`src/rtl/port_alloc_rr.sv`:
```
// -----------------------------------------------------------------------------
// port_alloc_rr
//   Per-router output-port allocator. Each of the five inputs asks for one
//   output gate. Every output has a round-robin arbiter. The arbiter locks its
//   winner until that input fires its tail flit. The five owner registers feed
//   the grant-check stage. IDLE_SRC means the output is free.
//
//   Optional feature: define ALLOC_TIMEOUT_EN to turn on a per-output idle-lock
//   timer. The timer force-releases a lock after TIMEOUT enabled cycles in
//   which the owner moved no flit.
//
// Ports
//   clk, rst_n     clock (rising edge) and async active-low reset
//   enable         state-advance enable; when low, all state holds
//   req_valid[5]   input i has a pending flit
//   req_gate[15]   3-bit requested gate per input (0 ip,1 N,2 S,3 E,4 W)
//   req_tail[5]    pending flit of input i is a tail
//   in_fire[5]     flit of input i transferred this cycle
//   *_source[4]    owner input index per output, IDLE_SRC if free
//   in_granted[5]  input i owns the gate it currently requests (combinational)
//   gate_err       one-cycle pulse: a valid request named gate 5-7
// -----------------------------------------------------------------------------
module port_alloc_rr #(
    parameter int unsigned         SRC_W    = 4,
    parameter logic [SRC_W-1:0]    IDLE_SRC = SRC_W'(4'hf),
    parameter int unsigned         TIMEOUT  = 16
) (
    input  logic             clk,
    input  logic             rst_n,
    input  logic             enable,
    input  logic [4:0]       req_valid,
    input  logic [14:0]      req_gate,
    input  logic [4:0]       req_tail,
    input  logic [4:0]       in_fire,
    output logic [SRC_W-1:0] ip_source,
    output logic [SRC_W-1:0] north_source,
    output logic [SRC_W-1:0] south_source,
    output logic [SRC_W-1:0] east_source,
    output logic [SRC_W-1:0] west_source,
    output logic [4:0]       in_granted,
    output logic             gate_err
);

    localparam int unsigned N_PORT = 5;
    localparam int unsigned GATE_W = 3;
    localparam int unsigned PTR_W  = 3;
    localparam int unsigned CNT_W  = 5;

    logic [SRC_W-1:0]  owner_q [N_PORT];
    logic [SRC_W-1:0]  owner_d [N_PORT];
    logic [PTR_W-1:0]  rr_q    [N_PORT];
    logic [PTR_W-1:0]  rr_d    [N_PORT];
    logic              gate_err_q;
    logic              gate_err_d;

    logic [GATE_W-1:0] gate     [N_PORT];
    logic [N_PORT-1:0] elig     [N_PORT];
    logic [N_PORT-1:0] legal;
    logic [N_PORT-1:0] owns_any;
    logic [N_PORT-1:0] own_fire;
    logic [N_PORT-1:0] own_tail;

`ifdef ALLOC_TIMEOUT_EN
    logic [CNT_W-1:0]  cnt_q [N_PORT];
    logic [CNT_W-1:0]  cnt_d [N_PORT];
`else
    logic [CNT_W-1:0]  unused_timeout;
    assign unused_timeout = CNT_W'(TIMEOUT);
`endif

    // Decode the requests and gather each output owner's fire/tail and ownership flags.
    always_comb begin
        owns_any   = '0;
        own_fire   = '0;
        own_tail   = '0;
        legal      = '0;
        in_granted = '0;
        for (int i = 0; i < N_PORT; i++) begin
            gate[i]  = req_gate[GATE_W*i +: GATE_W];
            legal[i] = (gate[i] < GATE_W'(N_PORT));
        end
        for (int g = 0; g < N_PORT; g++) begin
            for (int i = 0; i < N_PORT; i++) begin
                if (owner_q[g] == SRC_W'(i)) begin
                    owns_any[i] = 1'b1;
                    own_fire[g] = in_fire[i];
                    own_tail[g] = req_tail[i];
                    if (req_valid[i] && (gate[i] == GATE_W'(g))) begin
                        in_granted[i] = 1'b1;
                    end
                end
            end
        end
        // Illegal gates never match g in 0..4, so those requests drop out here.
        for (int g = 0; g < N_PORT; g++) begin
            for (int i = 0; i < N_PORT; i++) begin
                elig[g][i] = req_valid[i] & (gate[i] == GATE_W'(g)) & ~owns_any[i];
            end
        end
    end

    // Next-state logic: arbitrate free outputs, release locked outputs on tail fire.
    always_comb begin
        logic [PTR_W-1:0] cand;
        cand       = '0;
        owner_d    = owner_q;
        rr_d       = rr_q;
        gate_err_d = 1'b0;
`ifdef ALLOC_TIMEOUT_EN
        cnt_d      = cnt_q;
`endif
        if (enable) begin
            gate_err_d = |(req_valid & ~legal);
            for (int g = 0; g < N_PORT; g++) begin
                if (owner_q[g] == IDLE_SRC) begin
                    // Scan from the farthest candidate down to the nearest one,
                    // so the first eligible input after the pointer is written last.
                    for (int k = N_PORT; k >= 1; k--) begin
                        cand = PTR_W'((int'(rr_q[g]) + k) % N_PORT);
                        if (elig[g][cand]) begin
                            owner_d[g] = SRC_W'(cand);
                            rr_d[g]    = cand;
                        end
                    end
                end else if (own_fire[g] && own_tail[g]) begin
                    owner_d[g] = IDLE_SRC;
                end
`ifdef ALLOC_TIMEOUT_EN
                // Idle-lock timer: cleared by any owner fire, frees the output on expiry.
                if (owner_q[g] == IDLE_SRC || own_fire[g]) begin
                    cnt_d[g] = '0;
                end else if (cnt_q[g] == CNT_W'(TIMEOUT - 1)) begin
                    cnt_d[g]   = '0;
                    owner_d[g] = IDLE_SRC;
                end else begin
                    cnt_d[g] = cnt_q[g] + CNT_W'(1);
                end
`endif
            end
        end
    end

    // State registers; reset drops every lock and points every search start at input 0.
    always_ff @(posedge clk or negedge rst_n) begin
        if (!rst_n) begin
            for (int g = 0; g < N_PORT; g++) begin
                owner_q[g] <= IDLE_SRC;
                rr_q[g]    <= PTR_W'(N_PORT - 1);
            end
            gate_err_q <= 1'b0;
        end else begin
            owner_q    <= owner_d;
            rr_q       <= rr_d;
            gate_err_q <= gate_err_d;
        end
    end

`ifdef ALLOC_TIMEOUT_EN
    always_ff @(posedge clk or negedge rst_n) begin
        if (!rst_n) begin
            for (int g = 0; g < N_PORT; g++) begin
                cnt_q[g] <= '0;
            end
        end else begin
            cnt_q <= cnt_d;
        end
    end
`endif

    assign ip_source    = owner_q[0];
    assign north_source = owner_q[1];
    assign south_source = owner_q[2];
    assign east_source  = owner_q[3];
    assign west_source  = owner_q[4];
    assign gate_err     = gate_err_q;

endmodule

```
`config.mk`:
```
export PLATFORM = sky130hd
export DESIGN_NAME = port_alloc_rr
export DESIGN_NICKNAME = d
export VERILOG_FILES = /design/src/rtl/port_alloc_rr.sv
export SDC_FILE = /design/constraint.sdc
export NUM_CORES = 1
export LEC_CHECK = 0
export ABC_AREA = 1
export CAP_MARGIN = 15
export CORE_MARGIN = 2
export CORE_UTILIZATION = 64
export CTS_BUF_LIST = sky130_fd_sc_hd__clkbuf_2
export DETAILED_ROUTE_END_ITERATION = 16
export GPL_TIMING_DRIVEN = 1
export PLACE_DENSITY = 0.95
export SKIP_CTS_REPAIR_TIMING = 1
export SLEW_MARGIN = 20
export SYNTH_ARGS = -nofsm -noshare
export SYNTH_HDL_FRONTEND = slang
export SYNTH_SLANG_ARGS = --single-unit
```
`constraint.sdc`:
```
create_clock -name clk -period 5 [get_ports clk]
set_clock_uncertainty 0.2 [all_clocks]
set_input_delay 1 -clock clk [delete_from_list [all_inputs] [get_ports clk]]
set_output_delay 1 -clock clk [all_outputs]
set_load 0.01 [all_outputs]
```
==> results of run 1 <==
-- per-layer routing --
metal	track usage, %	wire length [µm]	vias up
li1	-	-	5915
met3	3.542	2023	69
met1	40.98	11960	5213
met2	57.97	13210	470
met5	0	0	-
met4	14.21	1126	0
-- path summary, 6_finish.rpt --
check                                from             end  cells after the start
setup / recovery                  rr_q[7]         rr_q[6]                     23
hold / removal             east_source[1]  east_source[1]                      2
setup reg to reg                  rr_q[7]         rr_q[6]                     23
max in group asynchronous           rst_n        rr_q[12]                      1
hold reg to reg            east_source[1]  east_source[1]                      2
min in group asynchronous           rst_n         rr_q[0]                      1
-- through the flow --
| step | cells | area, µm² | setup WS (ns) | util, % |
|---|---|---|---|---|
| after floorplan | 1829 | 10300 | 1.294 | - |
| after detailed placement | 2083 | 11050 | 0.8951 | 69.80 |
| after global routing | 2090 | 11080 | 0.4357 | 70.01 |
| after global placement | 2083 | 11050 | 0.9393 | 69.80 |
| final | 2090 | 11080 | 0.8226 | 70.01 |
| after CTS | 2090 | 11080 | 0.8471 | 70.01 |
-- cell usage after synthesis (all sizes together) (2+ instances only) --
cell type | n | area [µm²]
inv | 293 | 1107
clkbuf | 12 | 46.29
dfrtp | 11 | 275.3
o21ai | 72 | 371.6
a22oi | 2 | 15.01
a21boi | 5 | 41.29
buf | 14 | 93.83
ha | 126 | 1577
nand3b | 13 | 97.59
a21oi | 28 | 188.9
o31ai | 3 | 36.28
o21a | 3 | 22.52
a31oi | 4 | 25.02
clkinv | 3 | 11.26
nand3 | 278 | 1471
or2 | 6 | 37.54
o2111ai | 2 | 17.52
nor2 | 131 | 551.8
xnor2 | 8 | 77.58
dfstp | 25 | 656.9
and2 | 5 | 35.04
nand4 | 19 | 131.4
fa | 3 | 60.06
o211ai | 10 | 75.07
xor2 | 24 | 217.7
nand2 | 680 | 2740
o22ai | 7 | 43.79
a31o | 2 | 17.52
nor3 | 23 | 115.1
o221ai | 3 | 26.28
a221oi | 2 | 17.52
o21bai | 4 | 33.78
-- worst max-delay path, delay by kind of cell, from the launching register on --
family	cells	cell delay, ns
and+or+nand+nor	13	1.27
adders and majority gates	3	1.06
DFF	1	0.57
buffers and inverters	3	0.42
AOI/OAI and AO/OA	3	0.42
xor gates and xnor gates	1	0.15
-- cell families (layout without fill, tap and decap cells) --
family	Yosys count	in the layout	synth area share (%)
AND/OR/NAND/NOR	1159	1159	50.55
buffers and inverters	322	367	12.22
AO/OA/AOI/OAI	151	151	9.417
adder cells (fa/ha/maj)	129	129	15.89
flip-flops	36	36	9.052
XOR/XNOR	32	32	2.868
-- cell type report --
| type | count | share of cell area [%] |
|---|---|---|
| clock buffer | 5 | 0.2258 |
| clock inverter | 2 | 0.06775 |
| inverter | 296 | 10.09 |
| multi-input combinational | 1471 | 73.16 |
| sequential | 36 | 8.412 |
| tap | 216 | 2.439 |
| timing repair buffer | 64 | 5.601 |
-- flip-flops by register name, indices dropped and copies added, names as in the netlist --
name,count
north_source,4
west_source,4
gate_err,1
south_source,4
ip_source,4
east_source,4
rr_q,15
==> report_table.html, run 1 <==
<table>
<tr><th>Metric</th><th>Value</th></tr>
<tr><th colspan="2">Outcome</th></tr>
<tr><td>Run status</td><td>finished clean</td></tr>
<tr><th colspan="2">Finish</th></tr>
<tr><td>Sequential cell area in the final layout</td><td>932.1 µm²</td></tr>
<tr><td>Most common cell after layout, fill and taps aside</td><td>nand2_1</td></tr>
<tr><td>Count of fill cells added during filler insertion</td><td>1394</td></tr>
<tr><td>Proportion of layout cells with a drive suffix above 1</td><td>10.41%</td></tr>
<tr><td>Net total in the final layout</td><td>2036</td></tr>
<tr><td>Most used cells in the layout excluding fill and tap cells</td><td>nand2_1 (615), nand3_1 (262), inv_1 (260), ha_1 (126), nor2_1 (113)</td></tr>
<tr><td>Area growth, synth to finish</td><td>7.606%</td></tr>
<tr><td>Multi-input logic area</td><td>8107 µm²</td></tr>
<tr><td>Antenna diode count</td><td>0</td></tr>
<tr><th colspan="2">Clock network</th></tr>
<tr><td># clock sinks</td><td>36</td></tr>
<tr><td>CTS Buffer Depth</td><td>2</td></tr>
<tr><td>Root buffer selected by CTS</td><td>clkbuf_2</td></tr>
<tr><td>Insertion delay of the later-clocked pin in the worst-skew pair</td><td>0.43 ns</td></tr>
<tr><td>Clock-pin slew of the registers on the worst-case setup and hold paths</td><td>0.20 ns</td></tr>
<tr><td>CTS tree</td><td>built</td></tr>
<tr><td>Level count of the clock H-tree</td><td>2</td></tr>
<tr><td>Inserted Clock Buffers</td><td>5</td></tr>
<tr><th colspan="2">Setup path</th></tr>
<tr><td>Critical path fanouts, max</td><td>8</td></tr>
<tr><td>Slowest CP cell</td><td>dfrtp_1</td></tr>
<tr><td>Capturing element type of the critical path</td><td>flop</td></tr>
<tr><td>Worst-path cell chain</td><td>inv_1 -&gt; ha_1 -&gt; nor2_1 -&gt; nor2_1 -&gt; a21oi_2 -&gt; xor2_1 -&gt; ha_1 -&gt; fa_1 -&gt; nand3_1 -&gt; nand2_1 -&gt; o21ai_1 -&gt; inv_1 -&gt; nand3_1 -&gt; nand2_1 -&gt; nand2_1 -&gt; and2_1 -&gt; nand2_1 -&gt; nor2_1 -&gt; nand2_1 -&gt; nand2_1 -&gt; inv_2 -&gt; nand2_1 -&gt; o21ai_1</td></tr>
<tr><td>Critical Path RT</td><td>5.12 ns</td></tr>
<tr><td>CP dominant cell by count</td><td>nand2_1</td></tr>
<tr><td>Startpoint kind of the worst setup timing path</td><td>flop</td></tr>
<tr><td>Worst stage delay on the critical path</td><td>0.57 ns</td></tr>
<tr><td>R2r setup slk</td><td>0.82 ns</td></tr>
<tr><td>Arrival time worst endpoint</td><td>4.29 ns</td></tr>
<tr><td>Class of the most critical setup path</td><td>flop to flop</td></tr>
<tr><th colspan="2">Global route</th></tr>
<tr><td>Wire length of the first global-routing pass</td><td>46.79 mm</td></tr>
<tr><td>Number of antenna violations at the first check in global routing</td><td>0</td></tr>
<tr><td>Global-route usage over all layers</td><td>32.99%</td></tr>
<tr><td>Maximum number of pins on one net before global-route repair</td><td>37</td></tr>
<tr><td>Vias in the first global route</td><td>10580</td></tr>
<tr><td>Gr ovfl total</td><td>0</td></tr>
<tr><th colspan="2">Synth</th></tr>
<tr><td>Synthesized area per cell</td><td>5.630 µm²</td></tr>
<tr><td>Post-synthesis register bit count</td><td>36</td></tr>
<tr><td>Gate count of the mapped netlist</td><td>1829</td></tr>
<tr><td>Number of synthesis warnings</td><td>0</td></tr>
<tr><td>Post-synthesis instance area</td><td>10300 µm²</td></tr>
<tr><td>Netlist cell types</td><td>64</td></tr>
<tr><td>Post-synth EDFFs</td><td>0</td></tr>
<tr><td>Post-synthesis sequential area ratio</td><td>9.052%</td></tr>
<tr><td>Number of nets in the synthesized netlist</td><td>1991</td></tr>
<tr><td>Fraction of registers with async set/reset</td><td>100.0%</td></tr>
<tr><td>Dominant register cell in the synthesized netlist</td><td>dfstp_2</td></tr>
<tr><th colspan="2">Timing</th></tr>
<tr><td>Max Clk Rate</td><td>239.4 MHz</td></tr>
<tr><td>Max-slew violation count</td><td>0</td></tr>
<tr><td>Transition at the pin with the smallest max-transition slack</td><td>0.8668 ns</td></tr>
<tr><td>Post-route setup TNS</td><td>0 ns</td></tr>
<tr><td>Final worst path period share</td><td>83.55%</td></tr>
<tr><td>Shortest clock period the worst path allows after layout</td><td>4.177 ns</td></tr>
<tr><td># setup viols final</td><td>0</td></tr>
<tr><td>Unrepaired setup endpoints after global routing</td><td>no</td></tr>
<tr><td>Relative slew slack</td><td>42.21%</td></tr>
<tr><td>Hold Vio Cnt, Final</td><td>0</td></tr>
<tr><td>Final hold slack</td><td>0.3306 ns</td></tr>
<tr><th colspan="2">Die</th></tr>
<tr><td>Initial Util</td><td>65.06%</td></tr>
<tr><td>Die Area</td><td>17120 µm²</td></tr>
<tr><td>Chip height</td><td>130.8 µm</td></tr>
<tr><td>Die Span X</td><td>130.8 µm</td></tr>
<tr><td>Placement row count</td><td>46</td></tr>
<tr><td>Core Area</td><td>15830 µm²</td></tr>
<tr><td>Number of placed I/O pins</td><td>59</td></tr>
<tr><th colspan="2">Flow run</th></tr>
<tr><td>Maximum capacitance violations</td><td>0</td></tr>
<tr><th colspan="2">Detailed routing</th></tr>
<tr><td>Total wire length</td><td>28.31 mm</td></tr>
<tr><td>Post-detailed-route wirelength per cell</td><td>13.55 µm</td></tr>
<tr><td>Total number of vias</td><td>11670</td></tr>
<tr><td>Antenna-violating nets left</td><td>0</td></tr>
<tr><td>1st-iter DRT viols</td><td>989</td></tr>
<tr><td>Detailed-routing iteration count for the pre-antenna-repair pass</td><td>5</td></tr>
<tr><td>Detailed-route vias per instance</td><td>5.582</td></tr>
<tr><td>DRC Markers</td><td>0</td></tr>
<tr><th colspan="2">Placement</th></tr>
<tr><td>Count of buffers inserted at the top-level ports</td><td>58</td></tr>
<tr><td>Final weighted congestion in routability-driven placement</td><td>1.018</td></tr>
<tr><td>Detailed-placement wirelength estimate</td><td>23.28 mm</td></tr>
<tr><th colspan="2">Min path</th></tr>
<tr><td>Type of the worst min-delay path</td><td>flop to flop</td></tr>
</table>
Power of run 1 is left out: the tool's default activity adds up to more than one toggle a clock period on the data nets, which glitch-free logic cannot reach.
==> run 2, diff against run 1 <==
==> constraint.sdc (replaced) <==
create_clock -name clk -period 3.9 [get_ports clk]
set_clock_uncertainty 0.2 [all_clocks]
set_input_delay 0.78 -clock clk [delete_from_list [all_inputs] [get_ports clk]]
set_output_delay 0.78 -clock clk [all_outputs]
set_load 0.01 [all_outputs]
==> run 2 against run 1 <==
Compared with the run above:
- maximum frequency increased by 9.6%
- clock-buffer cell count unchanged
- critical path depth decreased by 1
- routed wire length increased by 5.0%
==> report_table.html, run 2 (synthesized netlist as in run 1, its figures left out) <==
<table>
<tr><th>Metric</th><th>Value</th></tr>
<tr><th colspan="2">Placement</th></tr>
<tr><td>Final weighted congestion in routability-driven placement</td><td>1.009</td></tr>
<tr><td>Placed cell area</td><td>11190 µm²</td></tr>
<tr><td>Detailed-placement wirelength estimate</td><td>23.64 mm</td></tr>
<tr><td>Count of buffers inserted at the top-level ports</td><td>58</td></tr>
<tr><th colspan="2">Timing</th></tr>
<tr><td>Hold Vio Cnt, Final</td><td>0</td></tr>
<tr><td>Post-route setup TNS</td><td>0 ns</td></tr>
<tr><td>Relative slew slack</td><td>39.01%</td></tr>
<tr><td>Final worst path period share</td><td>97.75%</td></tr>
<tr><td># setup viols final</td><td>0</td></tr>
<tr><td>Max Clk Rate</td><td>262.3 MHz</td></tr>
<tr><td>Transition at the pin with the smallest max-transition slack</td><td>0.9149 ns</td></tr>
<tr><td>Max-slew violation count</td><td>0</td></tr>
<tr><td>Shortest clock period the worst path allows after layout</td><td>3.812 ns</td></tr>
<tr><th colspan="2">Setup path</th></tr>
<tr><td>Worst-path cell chain</td><td>inv_2 -&gt; ha_1 -&gt; nor2_2 -&gt; nor2_1 -&gt; a21oi_2 -&gt; xor2_2 -&gt; ha_1 -&gt; fa_2 -&gt; nand3_2 -&gt; nand2_1 -&gt; nand2_2 -&gt; inv_1 -&gt; nand2_1 -&gt; nand3_1 -&gt; nand2_1 -&gt; nand2_1 -&gt; and2_2 -&gt; nand3_1 -&gt; nor2_1 -&gt; nor2_2 -&gt; nand2_1 -&gt; nand2_1</td></tr>
<tr><td>CP dominant cell by count</td><td>nand2_1</td></tr>
<tr><td>Buf+Inv Stages, Crit Path</td><td>2</td></tr>
<tr><td>Worst stage delay on the critical path</td><td>0.58 ns</td></tr>
<tr><td>Critical Path RT</td><td>4.09 ns</td></tr>
<tr><td>Startpoint kind of the worst setup timing path</td><td>flop</td></tr>
<tr><td>Slowest CP cell</td><td>dfstp_2</td></tr>
<tr><td>Worst Setup SP</td><td>rr_q[8]</td></tr>
<tr><td>Critical path fanouts, max</td><td>7</td></tr>
<tr><td>Top Family by Delay on Critical Path</td><td>simple AND/OR/NAND/NOR gates</td></tr>
<tr><td>Arrival time worst endpoint</td><td>4.00 ns</td></tr>
<tr><td>Capturing element type of the critical path</td><td>flop</td></tr>
<tr><td>Reg2Reg Launch Point</td><td>rr_q[8]</td></tr>
<tr><td>Class of the most critical setup path</td><td>flop to flop</td></tr>
<tr><th colspan="2">Finish</th></tr>
<tr><td>Number of flip-flops in the largest register</td><td>15</td></tr>
<tr><td>Proportion of layout cells with a drive suffix above 1</td><td>14.58%</td></tr>
<tr><td>Final Instance Area</td><td>11530 µm²</td></tr>
<tr><td>Most used cells in the layout excluding fill and tap cells</td><td>nand2_1 (604), nand3_1 (258), inv_1 (256), ha_1 (119), nor2_1 (111)</td></tr>
<tr><td>Net total in the final layout</td><td>2068</td></tr>
<tr><td>Most common cell after layout, fill and taps aside</td><td>nand2_1</td></tr>
<tr><td>Antenna diode count</td><td>0</td></tr>
<tr><td>Area growth, synth to finish</td><td>12.01%</td></tr>
<tr><td>Largest register by flop count</td><td>rr_q</td></tr>
<tr><th colspan="2">Detailed routing</th></tr>
<tr><td>Detailed-routing iteration count for the pre-antenna-repair pass</td><td>6</td></tr>
<tr><td>Total number of vias</td><td>12140</td></tr>
<tr><td>DRC Markers</td><td>0</td></tr>
<tr><td>Post-detailed-route wirelength per cell</td><td>14.00 µm</td></tr>
<tr><td>Total wire length</td><td>29.72 mm</td></tr>
<tr><td>Detailed-route vias per instance</td><td>5.719</td></tr>
<tr><td>Antenna-violating nets left</td><td>0</td></tr>
<tr><td>1st-iter DRT viols</td><td>1007</td></tr>
<tr><th colspan="2">Clock network</th></tr>
<tr><td>CTS Buffer Depth</td><td>2</td></tr>
<tr><td>Insertion delay of the later-clocked pin in the worst-skew pair</td><td>0.44 ns</td></tr>
<tr><td>Inserted Clock Buffers</td><td>5</td></tr>
<tr><td>CTS tree</td><td>built</td></tr>
<tr><td># clock sinks</td><td>36</td></tr>
<tr><td>Root buffer selected by CTS</td><td>clkbuf_2</td></tr>
<tr><td>Level count of the clock H-tree</td><td>2</td></tr>
<tr><td>Clock-pin slew of the registers on the worst-case setup and hold paths</td><td>0.22 ns</td></tr>
<tr><th colspan="2">Die</th></tr>
<tr><td>Placement row count</td><td>46</td></tr>
<tr><td>Number of placed I/O pins</td><td>59</td></tr>
<tr><td>Core Area</td><td>15830 µm²</td></tr>
<tr><td>Chip height</td><td>130.8 µm</td></tr>
<tr><td>Die Area</td><td>17120 µm²</td></tr>
<tr><td>Die Span X</td><td>130.8 µm</td></tr>
<tr><td>Initial Util</td><td>65.06%</td></tr>
<tr><th colspan="2">Flow run</th></tr>
<tr><td>Maximum capacitance violations</td><td>0</td></tr>
<tr><th colspan="2">Global route</th></tr>
<tr><td>Gr ovfl total</td><td>0</td></tr>
<tr><td>Vias in the first global route</td><td>10480</td></tr>
<tr><td>Global-route usage over all layers</td><td>32.63%</td></tr>
<tr><td>Number of antenna violations at the first check in global routing</td><td>0</td></tr>
<tr><td>Maximum number of pins on one net before global-route repair</td><td>37</td></tr>
<tr><td>Wire length of the first global-routing pass</td><td>46.17 mm</td></tr>
<tr><th colspan="2">Min path</th></tr>
<tr><td>Type of the worst min-delay path</td><td>input port to asynchronous set/reset pin</td></tr>
<tr><th colspan="2">Outcome</th></tr>
<tr><td>Run status</td><td>finished clean</td></tr>
</table>
==> run 2: changes by cell type in the layout (fill, tap and decap cells not counted), moves of 7 or more <==
cell,delta
ha_1,-7
dfrtp_2,+8
buf_4,+30
nand2_2,+10
dfrtp_1,-8
nand2_1,-11
==> run 2: final cells by class <==
| type | count | area (µm²) |
|---|---|---|
| Sequential cell | 36 | 942.2 |
| Timing Repair Buffer | 96 | 868.3 |
| Clock buffer | 5 | 25.02 |
| Multi-Input combinational cell | 1471 | 8292 |
| Inverter | 296 | 1122 |
| Fill cell | 1281 | 4294 |
| Clock inverter | 3 | 13.76 |
| Tap cell | 216 | 270.3 |
==> run 2: through the flow <==
stage / hold WS, ns / setup WS [ns] / util [%] / std cells
floorplan: 0.2844 / 0.1940 / - / 1829
global placement: 0.2875 / 0.1789 / 70.70 / 2102
detailed placement: 0.2942 / 0.05411 / 70.70 / 2102
CTS: 0.2527 / 0.008881 / 70.95 / 2110
global route: 0.2813 / -0.1497 / 72.87 / 2123
finish: 0.2334 / 0.08775 / 72.87 / 2123
==> run 2: final timing paths <==
path                              endpoint  slack, ns  cells past startpoint
setup / recovery           south_source[0]       0.09                     22
hold / removal                     rr_q[9]       0.23                      1
setup reg to reg           south_source[0]       0.09                     22
hold reg to reg             west_source[1]       0.32                      2
max in group asynchronous          rr_q[6]       2.63                      1
min in group clk            west_source[1]       0.32                      2
==> run 2: per-layer routing <==
layer | vias to the layer above | share of wire (%) | global-route usage [%]
met5 | - | 0 | 0
met2 | 597 | 47 | 57.44
li1 | 5982 | - | -
met1 | 5451 | 40 | 40.26
met3 | 111 | 8.9 | 4.520
met4 | 0 | 4.2 | 12.95
Power of run 2 is left out for the same reason.
